==> src/rtl/id_ex_stage.sv <==
// ID/EX pipeline register with EX/MEM and MEM/WB operand forwarding for the
// 5-stage MIPS core; also raises the load-use hazard toward the IF/ID logic.
module id_ex_stage #(
   parameter int DW = 32,
   parameter int AW = 5
) (
   input  logic          clk,
   input  logic          reset,
   input  logic          stall,
   input  logic          flush,
   input  logic [DW-1:0] ID_PC,
   input  logic [DW-1:0] ID_RsData,
   input  logic [DW-1:0] ID_RtData,
   input  logic [DW-1:0] ID_Imm,
   input  logic [4:0]    ID_Shamt,
   input  logic [AW-1:0] ID_Rs,
   input  logic [AW-1:0] ID_Rt,
   input  logic [AW-1:0] ID_Rd,
   input  logic [5:0]    ID_ALUCtl,
   input  logic          ID_Sign,
   input  logic          ID_ALUSrc1,
   input  logic          ID_ALUSrc2,
   input  logic [1:0]    ID_RegDst,
   input  logic          ID_RegWrite,
   input  logic          ID_MemRead,
   input  logic          ID_MemWrite,
   input  logic [1:0]    ID_MemToReg,
   input  logic          MEM_RegWrite,
   input  logic [AW-1:0] MEM_Dest,
   input  logic [DW-1:0] MEM_Data,
   input  logic          WB_RegWrite,
   input  logic [AW-1:0] WB_Dest,
   input  logic [DW-1:0] WB_Data,
   output logic [DW-1:0] ALU_in1,
   output logic [DW-1:0] ALU_in2,
   output logic [5:0]    ALU_Ctl,
   output logic          ALU_Sign,
   output logic [DW-1:0] EX_StoreData,
   output logic [AW-1:0] EX_Dest,
   output logic [DW-1:0] EX_PC,
   output logic          EX_RegWrite,
   output logic          EX_MemRead,
   output logic          EX_MemWrite,
   output logic [1:0]    EX_MemToReg,
   output logic          LoadUse
);

   typedef struct packed {
      logic [DW-1:0] pc;
      logic [DW-1:0] rs_data;
      logic [DW-1:0] rt_data;
      logic [DW-1:0] imm;
      logic [4:0]    shamt;
      logic [AW-1:0] rs;
      logic [AW-1:0] rt;
      logic [AW-1:0] dest;
      logic [5:0]    alu_ctl;
      logic          sign;
      logic          alu_src1;
      logic          alu_src2;
      logic          reg_write;
      logic          mem_read;
      logic          mem_write;
      logic [1:0]    mem_to_reg;
   } ex_reg_t;

   ex_reg_t       id_d;
   ex_reg_t       ex_q;
   logic [DW-1:0] fwd_rs;
   logic [DW-1:0] fwd_rt;

   // NOTE: every field gets a value before the case, so no path can infer a latch.
   always_comb begin
      id_d            = '0;
      id_d.pc         = ID_PC;
      id_d.rs_data    = ID_RsData;
      id_d.rt_data    = ID_RtData;
      id_d.imm        = ID_Imm;
      id_d.shamt      = ID_Shamt;
      id_d.rs         = ID_Rs;
      id_d.rt         = ID_Rt;
      id_d.alu_ctl    = ID_ALUCtl;
      id_d.sign       = ID_Sign;
      id_d.alu_src1   = ID_ALUSrc1;
      id_d.alu_src2   = ID_ALUSrc2;
      id_d.reg_write  = ID_RegWrite;
      id_d.mem_read   = ID_MemRead;
      id_d.mem_write  = ID_MemWrite;
      id_d.mem_to_reg = ID_MemToReg;
      case (ID_RegDst)
         2'b00:   id_d.dest = ID_Rt;
         2'b01:   id_d.dest = ID_Rd;
         2'b10:   id_d.dest = AW'(31);
         default: id_d.dest = '0;
      endcase
   end

   // A bubble is simply the all-zero record: no writes, no memory access, ALU op 0.
   // NOTE: non-blocking assignments so the register samples pre-edge values only.
   always_ff @(posedge clk or negedge reset) begin
      if (!reset)      ex_q <= '0;
      else if (flush)  ex_q <= '0;
      else if (!stall) ex_q <= id_d;
   end

   // EX/MEM is younger than MEM/WB, so it wins when both target the same register.
   always_comb begin
      fwd_rs = ex_q.rs_data;
      if (MEM_RegWrite && MEM_Dest != '0 && MEM_Dest == ex_q.rs)
         fwd_rs = MEM_Data;
      else if (WB_RegWrite && WB_Dest != '0 && WB_Dest == ex_q.rs)
         fwd_rs = WB_Data;

      fwd_rt = ex_q.rt_data;
      if (MEM_RegWrite && MEM_Dest != '0 && MEM_Dest == ex_q.rt)
         fwd_rt = MEM_Data;
      else if (WB_RegWrite && WB_Dest != '0 && WB_Dest == ex_q.rt)
         fwd_rt = WB_Data;
   end

   assign ALU_in1      = ex_q.alu_src1 ? {{(DW-5){1'b0}}, ex_q.shamt} : fwd_rs;
   assign ALU_in2      = ex_q.alu_src2 ? ex_q.imm : fwd_rt;
   assign EX_StoreData = fwd_rt;
   assign ALU_Ctl      = ex_q.alu_ctl;
   assign ALU_Sign     = ex_q.sign;
   assign EX_Dest      = ex_q.dest;
   assign EX_PC        = ex_q.pc;
   assign EX_RegWrite  = ex_q.reg_write;
   assign EX_MemRead   = ex_q.mem_read;
   assign EX_MemWrite  = ex_q.mem_write;
   assign EX_MemToReg  = ex_q.mem_to_reg;

   assign LoadUse = ex_q.mem_read && (ex_q.dest != '0) &&
                    ((ex_q.dest == ID_Rs) || (ex_q.dest == ID_Rt));

endmodule
==> config.mk <==
export PLATFORM = sky130hd
export DESIGN_NAME = id_ex_stage
export DESIGN_NICKNAME = d
export VERILOG_FILES = /design/src/rtl/id_ex_stage.sv
export SDC_FILE = /design/constraint.sdc
export NUM_CORES = 1
export LEC_CHECK = 0
export ABC_AREA = 1
export CAP_MARGIN = 20
export CORE_AREA = 3 3 152 154
export DETAILED_ROUTE_END_ITERATION = 12
export DIE_AREA = 0 0 155 157
export DONT_BUFFER_PORTS = 1
export GPL_ROUTABILITY_DRIVEN = 0
export REMOVE_ABC_BUFFERS = 1
export SLEW_MARGIN = 20
export SYNTH_ARGS = -nofsm -noshare
export SYNTH_HDL_FRONTEND = slang
export SYNTH_SLANG_ARGS = --single-unit
==> constraint.sdc <==
create_clock -name clk -period 1.85 [get_ports clk]
set_input_delay 0.185 -clock clk [delete_from_list [all_inputs] [get_ports clk]]
set_output_delay 0.185 -clock clk [all_outputs]
set_load 0.005 [all_outputs]
==> results of run 1 <==
==> what timing repair did <==
action | in CTS | in global routing
endpoints found under the hold margin | 324 | 162
resized for setup | 58 | 181
buffers inserted | 2 | 3
endpoints found under the setup margin | 96 | 97
pin swaps | 11 | 51
cloned | 2 | 9
==> placed cells by master (no fill, tap or decap), types with 19 or more instances in the layout <==
cell / count
inv_1: 63
and2_4: 32
dfrtp_1: 158
clkbuf_16: 23
nand2_2: 47
nand3_1: 277
nand4_1: 32
nand3_2: 73
nand2_1: 410
nand3_4: 19
dlygate4sd3_1: 307
==> critical path, stage by stage, from the launching register on <==
cell       delay (ps)
dfrtp_1           450
xnor2_2           190
nand2_2            90
nor2_4            150
buf_6             150
clkbuf_16         150
nand4_1           120
nand3_2           140
nand3_1            90
nand2_1           100
==> state kept, by name, indices dropped and copies added (netlist names) <==
| name | flops |
|---|---|
| EX_Dest | 5 |
| EX_RegWrite | 1 |
| ex_q | 113 |
| EX_PC | 32 |
| ALU_Sign | 1 |
| ALU_Ctl | 6 |
| EX_MemToReg | 2 |
| EX_MemWrite | 1 |
| EX_MemRead | 1 |
==> final cells by class <==
| cell class | count | area share, % |
|---|---|---|
| multi-input cells | 978 | 37.4 |
| flip-flops and latches | 162 | 27.8 |
| repair buffers | 354 | 26.0 |
| clock buffers | 17 | 2.92 |
| well taps | 280 | 2.40 |
| inverters | 80 | 2.08 |
| clock inverters | 15 | 1.30 |
==> path summary, 6_finish.rpt <==
kind,depth (start not counted),start,end,slack (ps)
worst max-delay path,9,ex_q[19],ALU_in2[21],-380
worst min-delay path,0,reset,ex_q[118],-560
worst max register to register,3,EX_PC[2],EX_PC[2],540
worst min register to register,2,ex_q[30],ex_q[30],540
max in group asynchronous,0,reset,ex_q[77],2030
min in group clk,3,ID_RegDst[0],EX_Dest[3],20
==> layer usage <==
| metal | track usage, % | up-vias |
|---|---|---|
| met4 | 11.0 | 0 |
| li1 | - | 4846 |
| met2 | 51.9 | 770 |
| met3 | 8.50 | 91 |
| met5 | 0 | - |
| met1 | 36.9 | 5216 |
==> power groups by stage <==
stage | Clock [mW] | Sequential [mW] | Combinational (mW)
detailed placement | 0 | 3.95 | 1.19
floorplan | 0 | 3.92 | 0.778
finish | 3.70 | 3.90 | 2.09
global placement | 0 | 3.95 | 1.17
CTS | 3.74 | 3.88 | 1.81
global route | 3.91 | 3.92 | 2.23
==> metrics by stage <==
step	setup TNS [ps]	util (%)	power, mW	instances	area, µm²
2_1_floorplan	-589140	-	4.70	1220	8910
3_3_place_gp	0	44.5	5.12	1531	9710
3_5_place_dp	0	44.5	5.14	1531	9710
4_1_cts	-26390	62.7	9.43	1874	13700
5_1_grt	-38360	66.8	10.1	1886	14600
6_report	-30060	66.8	9.69	1886	14600
==> cell families after synthesis <==
group           Yosys count
compound gates           31
xor+xnor                 25
buf+inv                 223
flops                   162
simple gates            922
==> out/qor_table.md, run 1 <==
| Item | This run | Unit |
|:---|:---|:---|
| Result of the run | finished, violations left | - |
| Violated checks | negative hold slack, negative setup slack | - |
| Quantity of I/O buffers inserted on ports | 0 | - |
| Max Slew Vio Count | 0 | - |
| Clock network latency to the later pin of the worst-skew pair | 420 | ps |
| Starting density of the core | 44.3 | % |
| Initial antenna violation count | 0 | - |
| Clock network fraction of design power | 38.2 | % |
| Total wirelength of the detailed-routed design | 41,200 | µm |
| Number of buffers inserted by hold repair at cts | 307 | - |
| Data arrival time at the worst-slack endpoint | 2040 | ps |
| # nets final | 1,837 | - |
| Multiplexer share of the synthesized area | 0 | % |
| Final number of setup-violating endpoints | 96 | - |
| Vias post-DR | 10,900 | - |
| Pin count of the biggest net entering global routing | 163 | - |
| Synthesized area per cell | 7.10 | µm² |
| Chip width | 155 | µm |
| Crit path capture type | output pin | - |
| Compound-cell area share of the yosys netlist | 1.81 | % |
| Remaining global-route overflow | 0 | - |
| Fraction of power spent switching nets | 31.1 | % |
| Root Driver | clkbuf_16 | - |
| CTS tree | yes | - |
| Number of H-tree levels | 4 | - |
| Detailed Place HPWL | 23,000 | µm |
| Final worst-path cycle share | 120 | % |
| Ratio of routed vias to standard cells | 5.79 | - |
| Footprint of the multi-input gates | 0.00546 | mm² |
| Net Sw Power | 3.01 | mW |
| Kind of start point of the critical path | register | - |
| Leakage | 7.58 | nW |
| Dominant cells by area after synthesis | dfrtp_1, nand3_1, nand2_1 | - |
| Antenna viol nets, final | 0 | - |
| Post-synth top cells | nand2_1, nand3_1, dfrtp_1, inv_1, buf_4 | - |
| Most area-hungry cell type in the Yosys netlist | dfrtp_1 | - |
| Post-synthesis async set-or-reset flop share | 100 | % |
| Min Tclk post-route | 2230 | ps |
| # diodes | 0 | - |
| Number of enable flip-flop cells after synthesis | 0 | - |
| Sequential cell fraction of total power | 40.3 | % |
| Sequential element share of the synthesized area | 41.9 | % |
| Die ar. | 0.0243 | mm² |
| Worst slew margin | 55.8 | % |
| Number of endpoints with negative hold slack in the final report | 162 | - |
| Worst setup timing slack at the placement stage | 102 | ps |
| Post-synthesis share of cell area spent on full adders, half adders and majority gates | 0 | % |
| CTS sink count | 162 | - |
| Max_cap viols | 0 | - |
| Wire length of the first global-routing pass | 58,400 | µm |
| DRC | 0 | - |
| Worst min path class | input pin to async pin | - |
| Storage element area | 0.00406 | mm² |
| Maximum clock rate | 0.449 | GHz |
| Yosys warnings | 0 | - |
| Cell area after technology mapping | 0.00967 | mm² |
| Worst-path maximum fanout | 8 | - |
| Number of instances in the synthesized netlist | 1,363 | - |
| Worst setup path class | register to output pin | - |
| Design internal power | 6.67 | mW |
| Number of optimization iterations in the first detailed-route pass | 6 | - |
| Wire length on met2 | 20,600 | µm |
| Part of the power in combinational logic | 21.5 | % |
| Fraction of post-synthesis cell area in the top cell type by area | 41.9 | % |
| Largest clock skew in the final design | 0 | ps |
| Most instantiated library cell after synthesis | nand2_1 | - |
| Worst hold margin | -557 | ps |
| Maximum root-to-sink buffer count | 2 | - |
| Slack of the critical path | -378 | ps |
| Vias in the first global route | 10,600 | - |
| Layout filler cell count | 1,733 | - |
| CTS Buf Count | 17 | - |
| Per-cell routed wire length | 21.9 | µm |
| Uppermost layer routed | met4 | - |
| Flops & latches, synth | 162 | - |
| Max rail drop VDD | 0.504 | mV |
| Met1 layer wirelength in the final routing | 14,900 | µm |
| Unique cell type count in the Yosys netlist | 29 | - |
| Number of DRC markers in iteration 0 | 1,250 | - |
| Total routing usage reported by global routing | 30.4 | % |
| Primary FF master, synth | dfrtp_1 | - |
| Combinational family with the most area after synthesis | simple AND/OR/NAND/NOR gates | - |
| Fraction of final layout cells with drive strength greater than 1 | 18.2 | % |
| Slew at the pin closest to its max-slew limit | 660 | ps |
| Post-Synth XOR/XNOR Area | 2.26 | % |
| Total I/O pin count | 390 | - |
| Clock Pin Slew Worst Setup and Hold Paths | 80 | ps |
| Core region area | 0.0218 | mm² |
| Ratio of total power to cell area | 664 | mW/mm² |
| Die height | 157 | µm |
| Length of routed met3 wiring | 4660 | µm |
| Data required time of the critical path | 1660 | ps |
| Area growth from synthesis to final layout | 50.8 | % |
| Floorplan row count | 54 | - |
| Synth Area in Simple Gates | 43.1 | % |
| Unrepaired setup endpoints after global routing | true | - |
Power figures use the tool's default switching activity.
==> run 2: changes to the inputs <==
--- a/config.mk
+++ b/config.mk
@@ -12,8 +12,8 @@
 export DIE_AREA = 0 0 155 157
 export DONT_BUFFER_PORTS = 1
 export GPL_ROUTABILITY_DRIVEN = 0
+export GPL_TIMING_DRIVEN = 1
 export REMOVE_ABC_BUFFERS = 1
-export SLEW_MARGIN = 20
 export SYNTH_ARGS = -nofsm -noshare
 export SYNTH_HDL_FRONTEND = slang
 export SYNTH_SLANG_ARGS = --single-unit
==> results of run 2 <==
Final layout, timing and power as in run 1 (identical DEF).
